**config.mk**
```make
export PLATFORM = sky130hd
export DESIGN_NAME = reg_access_seq
export DESIGN_NICKNAME = d
export VERILOG_FILES = /design/src/rtl/reg_access_seq.sv
export SDC_FILE = /design/constraint.sdc
export NUM_CORES = 1
export LEC_CHECK = 0
export CAP_MARGIN = 20
export CORE_ASPECT_RATIO = 0.7
export CORE_MARGIN = 2
export CORE_UTILIZATION = 39
export CTS_CLUSTER_DIAMETER = 50
export CTS_CLUSTER_SIZE = 14
export DETAILED_ROUTE_END_ITERATION = 7
export PLACE_DENSITY = 0.8
export SYNTH_ARGS = -nofsm -noshare
export SYNTH_HDL_FRONTEND = slang
export SYNTH_SLANG_ARGS = --single-unit
```
**constraint.sdc**
```tcl
create_clock -name clk -period 1.45 [get_ports clk]
set_input_delay 0.29 -clock clk [delete_from_list [all_inputs] [get_ports clk]]
set_output_delay 0.29 -clock clk [all_outputs]
set_load 0.05 [all_outputs]
```
**src/rtl/reg_access_seq.sv**
```systemverilog
// Operand-fetch / write-back sequencer for a 4 x 16-bit register file with one shared port.
// Optional build macro SAME_SRC_SKIP_EN: when rs==rt the second read is skipped.
module reg_access_seq (
  input  logic        clk,
  input  logic        reset,
  input  logic        instr_valid,
  output logic        instr_ready,
  input  logic [1:0]  instr_rs,
  input  logic [1:0]  instr_rt,
  input  logic [1:0]  instr_rd,
  input  logic        instr_wb,
  output logic [15:0] op_a,
  output logic [15:0] op_b,
  output logic        op_valid,
  input  logic        res_valid,
  input  logic [15:0] res_data,
  output logic [1:0]  rf_index,
  output logic [15:0] rf_wdata,
  input  logic [15:0] rf_rdata,
  output logic        rf_ren,
  output logic        rf_wen
);

  typedef enum logic [2:0] {
    IDLE = 3'd0,
    RDA  = 3'd1,
    CAPA = 3'd2,
    RDB  = 3'd3,
    CAPB = 3'd4,
    EXEC = 3'd5,
    WB   = 3'd6
  } state_t;

  state_t     state_r;
  logic [1:0] rt_r;
  logic [1:0] rd_r;
  logic       wb_r;
`ifdef SAME_SRC_SKIP_EN
  logic [1:0] rs_r;
`endif

  // Sequencer state, latched instruction fields and every registered output.
  // Strobes are set on entry to their state and cleared on exit, so each is a
  // single-cycle flop pulse always preceded by a low cycle.
  always_ff @(posedge clk) begin
    if (reset) begin
      state_r     <= IDLE;
      rt_r        <= 2'd0;
      rd_r        <= 2'd0;
      wb_r        <= 1'b0;
`ifdef SAME_SRC_SKIP_EN
      rs_r        <= 2'd0;
`endif
      instr_ready <= 1'b1;
      op_a        <= 16'h0000;
      op_b        <= 16'h0000;
      op_valid    <= 1'b0;
      rf_index    <= 2'd0;
      rf_wdata    <= 16'h0000;
      rf_ren      <= 1'b0;
      rf_wen      <= 1'b0;
    end else begin
      case (state_r)
        IDLE: begin
          if (instr_valid) begin
            rt_r        <= instr_rt;
            rd_r        <= instr_rd;
            wb_r        <= instr_wb;
`ifdef SAME_SRC_SKIP_EN
            rs_r        <= instr_rs;
`endif
            rf_index    <= instr_rs;
            rf_ren      <= 1'b1;
            instr_ready <= 1'b0;
            state_r     <= RDA;
          end else begin
            state_r     <= IDLE;
          end
        end
        RDA: begin
          rf_ren  <= 1'b0;
          state_r <= CAPA;
        end
        CAPA: begin
          op_a <= rf_rdata;
`ifdef SAME_SRC_SKIP_EN
          if (rs_r == rt_r) begin
            op_b     <= rf_rdata;
            op_valid <= 1'b1;
            state_r  <= EXEC;
          end else begin
            rf_index <= rt_r;
            rf_ren   <= 1'b1;
            state_r  <= RDB;
          end
`else
          rf_index <= rt_r;
          rf_ren   <= 1'b1;
          state_r  <= RDB;
`endif
        end
        RDB: begin
          rf_ren  <= 1'b0;
          state_r <= CAPB;
        end
        CAPB: begin
          op_b     <= rf_rdata;
          op_valid <= 1'b1;
          state_r  <= EXEC;
        end
        EXEC: begin
          if (res_valid) begin
            op_valid <= 1'b0;
            if (wb_r) begin
              rf_wdata <= res_data;
              rf_index <= rd_r;
              rf_wen   <= 1'b1;
              state_r  <= WB;
            end else begin
              instr_ready <= 1'b1;
              state_r     <= IDLE;
            end
          end else begin
            state_r <= EXEC;
          end
        end
        WB: begin
          rf_wen      <= 1'b0;
          instr_ready <= 1'b1;
          state_r     <= IDLE;
        end
        default: begin
          // Unreachable encoding: recover to a quiet idle.
          rf_ren      <= 1'b0;
          rf_wen      <= 1'b0;
          op_valid    <= 1'b0;
          instr_ready <= 1'b1;
          state_r     <= IDLE;
        end
      endcase
    end
  end

endmodule

```
Word-level counts from Yosys, hierarchy flattened
Cells that the tools add are included.

Output and inout port bits: 54. Bits in registers: 62. Word-level logic and storage cells: 58. Bits of input ports: 43.

Reduce and logical (&&, ||, !) cells: 13. Equality and inequality tests: 10. Bitwise operators: 4. Multiplexer cells: 19.

Operators by type and width (count): 3-bit case mux with 6 select lines (1); 5-bit OR reduction (2); 3-bit equality test, second input constant (3); 1-bit case mux with 3 select lines (3); 1-bit two-way mux (8); 2-bit != test, second input constant (4); 4-bit AND reduction (2); 3-bit by 2-bit equality test with 1-bit output, second input constant (2); 2-bit two-way mux (3); 3-bit two-way mux (2); 2-bit case mux with 3 select lines (1); 2-bit AND reduction (3); 3-bit AND reduction (2); 1-bit inverter (4); 4-bit OR reduction (1); 3-bit by 1-bit equality test with 1-bit output, second input constant (1); 3-bit logical NOT (1); 3-bit nonzero test (1); 3-bit OR reduction (1); 1-bit case mux with 2 select lines (1).

Logic depth before layout (Yosys ltp)
Gate-level depths: netlist of the first run.

Depth after elaboration: 4. Mapped depth: 6. Mapped depth without buffers: 3.

Worst setup path before layout of the first run
Ideal clock, no wire load.

Kind: register -> register. Start point: register state_r[1]. End point: register instr_ready. Library setup time: 0.122 ns. Required time: 1.328 ns. Path slack: 0.068 ns. Stages on the path, launching flop included: 5. Data arrival time: 1.260 ns. Buffers on the path: 1. Cells stage by stage: dfxtp_1 > buf_6 > nor4b_4 > inv_2 > a221o_1.

Word-level cells in the longest chain between the ends: 4. Elaborated cells between the ends (all ways): 13. Classes of those cells: eq/ne (8); mux (1); bitwise (1); reduce/logical (3).

Ends and longest elaborated chain: from (decl) (line 34) `state_t state_r;`; from (signal assigned) (line 47) `state_r <= IDLE;`; from (signal assigned) (line 75) `state_r <= RDA;`; from (signal assigned) (line 77) `state_r <= IDLE;`; 3-bit equality test, or another cell as far along (line 63) `case (state_r)`; 4-bit OR reduction (no source line); 1-bit inverter (no source line); 4-bit AND reduction (no source line); to (signal assigned) (line 54) `instr_ready <= 1'b1;`; to (signal assigned) (line 74) `instr_ready <= 1'b0;`; to (signal assigned) (line 120) `instr_ready <= 1'b1;`; to (decl) (line 7) `output logic instr_ready,`.

Parallel ways exist; a longest one is shown, timed or not. A chain may end at the register's enable or synchronous reset.

Worst setup path in the final report of the first run
Start point: register state_r[0]. End point: register rf_index[1].

Word-level cells in the longest chain between the ends: 3. Elaborated cells between the ends (all ways): 9. Classes of those cells: eq/ne (5); mux (1); reduce/logical (3).

Ends and longest elaborated chain: 3-bit equality test, or another cell as far along (line 63); 2-bit != test (no source line) or 3-bit nonzero test (tied branches); 4-bit AND reduction (no source line); to (signal assigned) (line 72) `rf_index <= instr_rs;`; to (signal assigned) (line 97) `rf_index <= rt_r;`; to (signal assigned) (line 116) `rf_index <= rd_r;`; to (decl) (line 17) `output logic [1:0] rf_index,`.

Parallel ways exist; a longest one is shown, timed or not.

==> results of run 1 <==
## registers in the layout, indices dropped and copies added (netlist names)
signal / cells
instr_ready: 1
op_a: 16
op_b: 16
op_valid: 1
rd_r: 2
rf_index: 2
rf_ren: 1
rf_wdata: 16
rf_wen: 1
rt_r: 2
state_r: 3
wb_r: 1
## synth_stat cells (all sizes together) (2+ instances only)
library cell,instances
nand2,69
dfxtp,62
a21oi,52
o21ai,20
nand3,17
buf,13
clkbuf,13
nor2,6
mux2i,5
inv,4
nor3b,4
a21bo,2
a21boi,2
a21o,2
a221oi,2
a311oi,2
nand3b,2
nor2b,2
o22ai,2
or3b,2
## metrics by stage
stage          hold slack (ps)  cell area [um^2]  setup TNS [ps]
4_1_cts                    315              4360           -5.18
3_3_place_gp               479              4130           -2680
2_1_floorplan              426              2470               0
6_report                   329              4420               0
5_1_grt                    334              4420           -2.44
3_5_place_dp               485              4130           -4960
## layer usage
| layer | up-vias | GRT usage (%) |
|---|---|---|
| li1 | 1226 | - |
| met1 | 1149 | 26.9 |
| met2 | 103 | 33.8 |
| met3 | 11 | 7.81 |
| met4 | 0 | 6.39 |
| met5 | - | 0 |
## final timing paths
| check | start | to | slack [ps] | cells after the start |
|---|---|---|---|---|
| worst max-delay path | state_r[0] | rf_index[1] | 50 | 4 |
| worst min-delay path | reset | rf_wdata[12] | 330 | 2 |
| worst max register to register | state_r[0] | rf_index[1] | 50 | 4 |
| worst min register to register | op_b[0] | op_b[0] | 490 | 2 |
## timing repair
item	CTS	global route
setup buffers	1	4
gates resized for setup	2	5
pin swaps	1	2
setup endpoints to repair	21	29
cloned	0	1
## logic make-up after synthesis
| group | count (synthesis) |
|---|---|
| AO/OA/AOI/OAI | 92 |
| buffers and inverters | 30 |
| flip-flops | 62 |
| multiplexers | 5 |
| AND/OR/NAND/NOR | 105 |
## report_power, final
part           switching (mW)  internal [mW]  total, mW  leakage [nW]
logic                   0.417          0.449      0.866          1.01
registers              0.0767           1.77       1.84         0.505
clock network           0.634           1.01       1.64         0.110
## final cells by class
| type | instances | area (um^2) |
|---|---|---|
| timing repair buffer | 123 | 1770 |
| fill | 468 | 1760 |
| sequential | 62 | 1250 |
| multi-input combinational | 202 | 1080 |
| clock buffer | 12 | 145 |
| tap | 78 | 97.6 |
| clock inverter | 4 | 70.1 |
| inverter | 4 | 15.0 |
==> flow_summary.ini, run 1 <==
[synth]
synthesis.area_per_instance_um2 = 8.41
synth-seq-cells = 62
synth-main-ff-cell = dfxtp_1
synth_nets = 337
yosys-mux-area-fraction_pct = 2.03
yosysSeqAreaShare_pct = 50.2
synthDominantCellAreaShare_pct = 50.2
number_of_enable_type_register_cells_in_the_synthesized_netlist = 0
post_synth_main_area_contributors = dfxtp_1 50%, a21oi_1 11%, nand2_1 10%
mappedNetlistArea_um2 = 2470
synth_compound_gate_area_share_pct = 21.4
yosys.area.top_type = dfxtp_1
async_reset_ff_share_pct = 0
yosys_warnings = 0
yosys.area_share.adder_pct = 0
synth-simple-area-share_pct = 20.1
synth-xor-area-share_pct = 0
synth_top_family_by_area = compound AO/OA/AOI/OAI gates
synth_cells = 294
post_synth_num_cell_types = 36

[power_and_ir_drop]
total_leakage_power_nw = 1.63
power_density_nw_per_um2 = 985
total_power_mw = 4.35
worst_ir_drop_vdd_mv = 0.871

[floorplan]
die_y_um = 70.6
num_rows = 24
initial_util_pct = 39.9
die_x_um = 99.1
core_area_um2 = 6190
dieArea_um2 = 7000
ios = 97

[worst_setup_path]
crit_fanout = 12
cpMaxStageDelayCell = dfxtp_2
critical_path_required_ps = 1660
crit_arrival_ps = 1610
timing.critical_path.cells = buf_4, inv_1, a221oi_1, a311oi_1
crit_family = compound AO/OA/AOI/OAI gates
path_class = register to register
worst_setup_path_end_kind = register
cp-start-kind = register
max_stage_delay_ps = 480
critical_path.n_buffers_inverters = 2

[finish]
mostFrequentLayoutCells = 69 x nand2_1, 59 x dfxtp_1, 58 x buf_12
layoutNonFillerInstCount = 485
layout.cells.most_common = nand2_1
final_core_utilization_pct = 71.5
antenna-diode-count = 0
area.growth.synth_to_final_pct = 78.9
layout.nets = 445
layout-drive-gt1-share_pct = 26.3

[timing]
layout_min_cycle_time_ps = 1400
tightest_slew_ps = 379
setup-violations-final = 0
worst_slack_ps = 50.9
rsz0062_at_grt = yes
clock_skew_ps = 10.2
fin_crit_sh_pct = 96.5
timing.final.hold_violations = 0
fmaxAchievable_mhz = 715
max_slew_margin_pct = 74.8
finalMaxSlewViolations = 0

[drt]
detail_route.drc_violations = 0
drt-pass1-iter-count = 5
met3_wirelength_um = 667
met2WireLength_mm = 3.37
drt-initial-drc-count = 138
vias_per_cell = 5.13
route.final.wire_length_mm = 7.30
route.layer.met1.wl_mm = 3.15
route.vias.total = 2489
post_drt_wl_per_cell_um = 15.0
antenna_nets_post_route = 0
highest_layer = met4

[status]
outcome = complete, no violations

[placed_design]
dp_hpwl_mm = 5.16
place.detailed.instances = 463
place.gp.congestion = 0.860
port_buffers = 96
pre_cts_slack_ps = -262

[cts]
cts_htree_levels = 3
cts-root-buf = clkbuf_8
clkSlewWorstSetupHoldPaths_ps = 70
cts_inserted_buffers = 9
cts_sink_cnt = 62
tritoncts = done
hold_buffers = 0
ctsLongestPathBuffers = 2
worst_skew_pair.late_latency_ps = 330

[global_routing]
grt_first_pass_wirelength_mm = 11.8
grt_util_all_layers_pct = 21.1
grt_start_max_net_pins = 28
first_global_vias = 2459
grt_antenna_before_repair = 0
grt-ovfl-total = 0

[flow_run]
cap_violations = 0

[min_path]
hold_path_class = primary input to register
Note: power is estimated with default switching activity, not from simulation.
==> inputs of run 2 (changes only) <==
- CTS_CLUSTER_SIZE: 14 -> 30
==> results of run 2 <==
Same layout as run 1: the final DEF is identical, and so are final timing and power.
==> inputs of run 3 (changes only) <==
- ABC_AREA: not set -> 1
- CAP_MARGIN: 20 -> 10
==> run 3 against run 2 <==
Combinational power is 70% higher; non-clock buffer count is 11 lower; clock skew is 3.4 ps lower; via count is 3.9% lower; final cell count is 3.7% higher; register-to-register slack better by 40 ps; wire length is 7.4% lower; clock power is 18% lower; cell area is 5.2% lower; critical path type unchanged.
==> flow_summary.ini, run 3 <==
[cts]
worst_skew_pair.late_latency_ps = 340
tritoncts = done
cts-root-buf = clkbuf_8
clkSlewWorstSetupHoldPaths_ps = 70
cts_htree_levels = 3
cts_inserted_buffers = 9
ctsLongestPathBuffers = 2
hold_buffers = 0
cts_resized = 0
cts_sink_cnt = 62
cts_setup_buffers = 0

[finish]
finalInstanceArea_um2 = 4190
mostFrequentLayoutCells = 104 x nor2_1, 59 x dfxtp_1, 54 x buf_12
largest_registers = op_a: 16 flops, op_b: 16 flops, rf_wdata: 16 flops
layout.cells.most_common = nor2_1
antenna-diode-count = 0
layout-drive-gt1-share_pct = 23.1
final_core_utilization_pct = 71.7
area.growth.synth_to_final_pct = 73.6
layout.nets = 467

[drt]
post_drt_wl_per_cell_um = 13.4
antenna_nets_post_route = 0
drt-pass1-iter-count = 4
vias_per_cell = 4.76
detail_route.drc_violations = 0
drt-initial-drc-count = 111
route.final.wire_length_mm = 6.76
route.vias.total = 2392

[floorplan]
die_x_um = 98.1
core_area_um2 = 5840
ios = 97
die_y_um = 69.8
num_rows = 23
initial_util_pct = 41.3
dieArea_um2 = 6850

[placed_design]
place.gp.congestion = 0.851
port_buffers = 96
placed_cell_area_um2 = 4010
pre_cts_slack_ps = -214
dp_hpwl_mm = 5.23

[worst_setup_path]
max_stage_delay_ps = 360
crit_fanout = 16
timing.critical_path.cells = buf_4, nor2_4, nand2_2, buf_4, o21ai_0, nor2_1
worst-r2r-setup-slack_ps = 100
crit_top_cell = buf_4
r2r-end = op_a[11]
critical_path.endpoint = op_a[11]
critical_path_required_ps = 1680
beginning_of_the_critical_path = state_r[0]
rr_startpoint = state_r[0]
critical_path.n_buffers_inverters = 2
cp-start-kind = register
path_class = register to register
crit_family = buffers and inverters
worst_setup_path_end_kind = register
worst-r2r-cell-count = 6
cpMaxStageDelayCell = dfxtp_2
worstSetupPathDepth = 6
crit_arrival_ps = 1590

[timing]
timing.final.hold_violations = 0
rsz0062_at_grt = no
setup-violations-final = 0
layout_min_cycle_time_ps = 1350
fin_hold_ws_ps = 473
fin_crit_sh_pct = 93.4
max_slew_margin_pct = 66.8
fmaxAchievable_mhz = 738
tightest_slew_ps = 493
finalMaxSlewViolations = 0
worst_slack_ps = 95.7
clock_skew_ps = 6.82

[synth]
post_synth_main_area_contributors = dfxtp_1 51%, nor2_1 16%, o21ai_0 8.3%
async_reset_ff_share_pct = 0
synthesis.area_per_instance_um2 = 7.57
synthTopCellsByCount = 104 x nor2_1, 62 x dfxtp_1, 40 x o21ai_0
synth_nets = 362
synthDominantCellAreaShare_pct = 51.4
yosysSeqAreaShare_pct = 51.4
post_synth_num_cell_types = 22
yosys_warnings = 0
synth-main-ff-cell = dfxtp_1
synth_cells = 319
synth_most_common_cell = nor2_1
mappedNetlistArea_um2 = 2410
number_of_enable_type_register_cells_in_the_synthesized_netlist = 0
synth-seq-cells = 62
yosys.area.top_type = dfxtp_1

[power_and_ir_drop]
power_density_nw_per_um2 = 1150
total_leakage_power_nw = 1.71
worst_ir_drop_vdd_mv = 0.769

[min_path]
hold_path_class = register to register

[global_routing]
grt_first_pass_wirelength_mm = 11.2
grt_antenna_before_repair = 0
first_global_vias = 2406
grt_util_all_layers_pct = 20.6
grt_start_max_net_pins = 25
grt-ovfl-total = 0

[status]
outcome = complete, no violations

[flow_run]
cap_violations = 0
run 3: cell count changes after synthesis, moves of 6 or more:
cell	delta
a21oi_1	-44
clkbuf_1	-6
inv_1	+12
nand2_1	-36
nor2_1	+98
o21ai_0	+20
o21ai_1	+8
run 3: worst min path at each step:
stage	from	end	slack, ps	cells past startpoint
finish	rt_r[0]	rt_r[0]	470	2
global route	rd_r[1]	rd_r[1]	500	2
CTS	rt_r[0]	rt_r[0]	470	2
detailed placement	rt_r[0]	rt_r[0]	460	2
global placement	rt_r[0]	rt_r[0]	450	2
floorplan	res_data[0]	rf_wdata[0]	420	2
run 3: final cells by class:
class,instances,area [um^2]
fillers,477,1650
repair buffers,112,1620
flip-flops and latches,62,1240
multi-input cells,221,983
clock buffers,12,155
well taps,75,93.8
inverters,18,72.6
clock inverters,3,20.0
run 3: layer usage:
metal / global-route usage (%) / vias to the layer above / part of all wire, %
li1: - / 1225 / -
met3: 6.55 / 13 / 7.4
met1: 24.3 / 1065 / 43
met4: 7.41 / 0 / 1.8
met5: 0 / - / 0
met2: 35.3 / 89 / 48
run 3: cell families (layout without fill, tap and decap cells):
logic type | after synthesis | in the layout | synth area share, %
AOI/OAI and AO/OA | 61 | 61 | 13.2
buffers and inverters | 36 | 145 | 7.88
DFF | 62 | 62 | 51.4
and+or+nand+nor | 160 | 160 | 27.6
run 3: stage by stage:
| step | TNS, ps | power, mW | instances |
|---|---|---|---|
| 2_1_floorplan | 0 | 2.75 | 319 |
| 3_3_place_gp | -1580 | 3.46 | 488 |
| 3_5_place_dp | -2870 | 3.50 | 488 |
| 4_1_cts | 0 | 4.84 | 503 |
| 5_1_grt | 0 | 5.03 | 503 |
| 6_report | 0 | 4.81 | 503 |
run 3: where the power goes:
group	internal [mW]	switching (mW)	leakage, nW
registers	1.84	0.149	0.505
clock network	0.701	0.642	0.0845
logic	0.702	0.772	1.12
total	3.25	1.56	1.71
run 3: worst reg2reg max path: cells and delay by family, from the launching register on:
kind / cells / cell delay (ps)
AOI/OAI and AO/OA: 1 / 180
buffers and inverters: 2 / 390
and+or+nand+nor: 3 / 330
DFF: 1 / 360
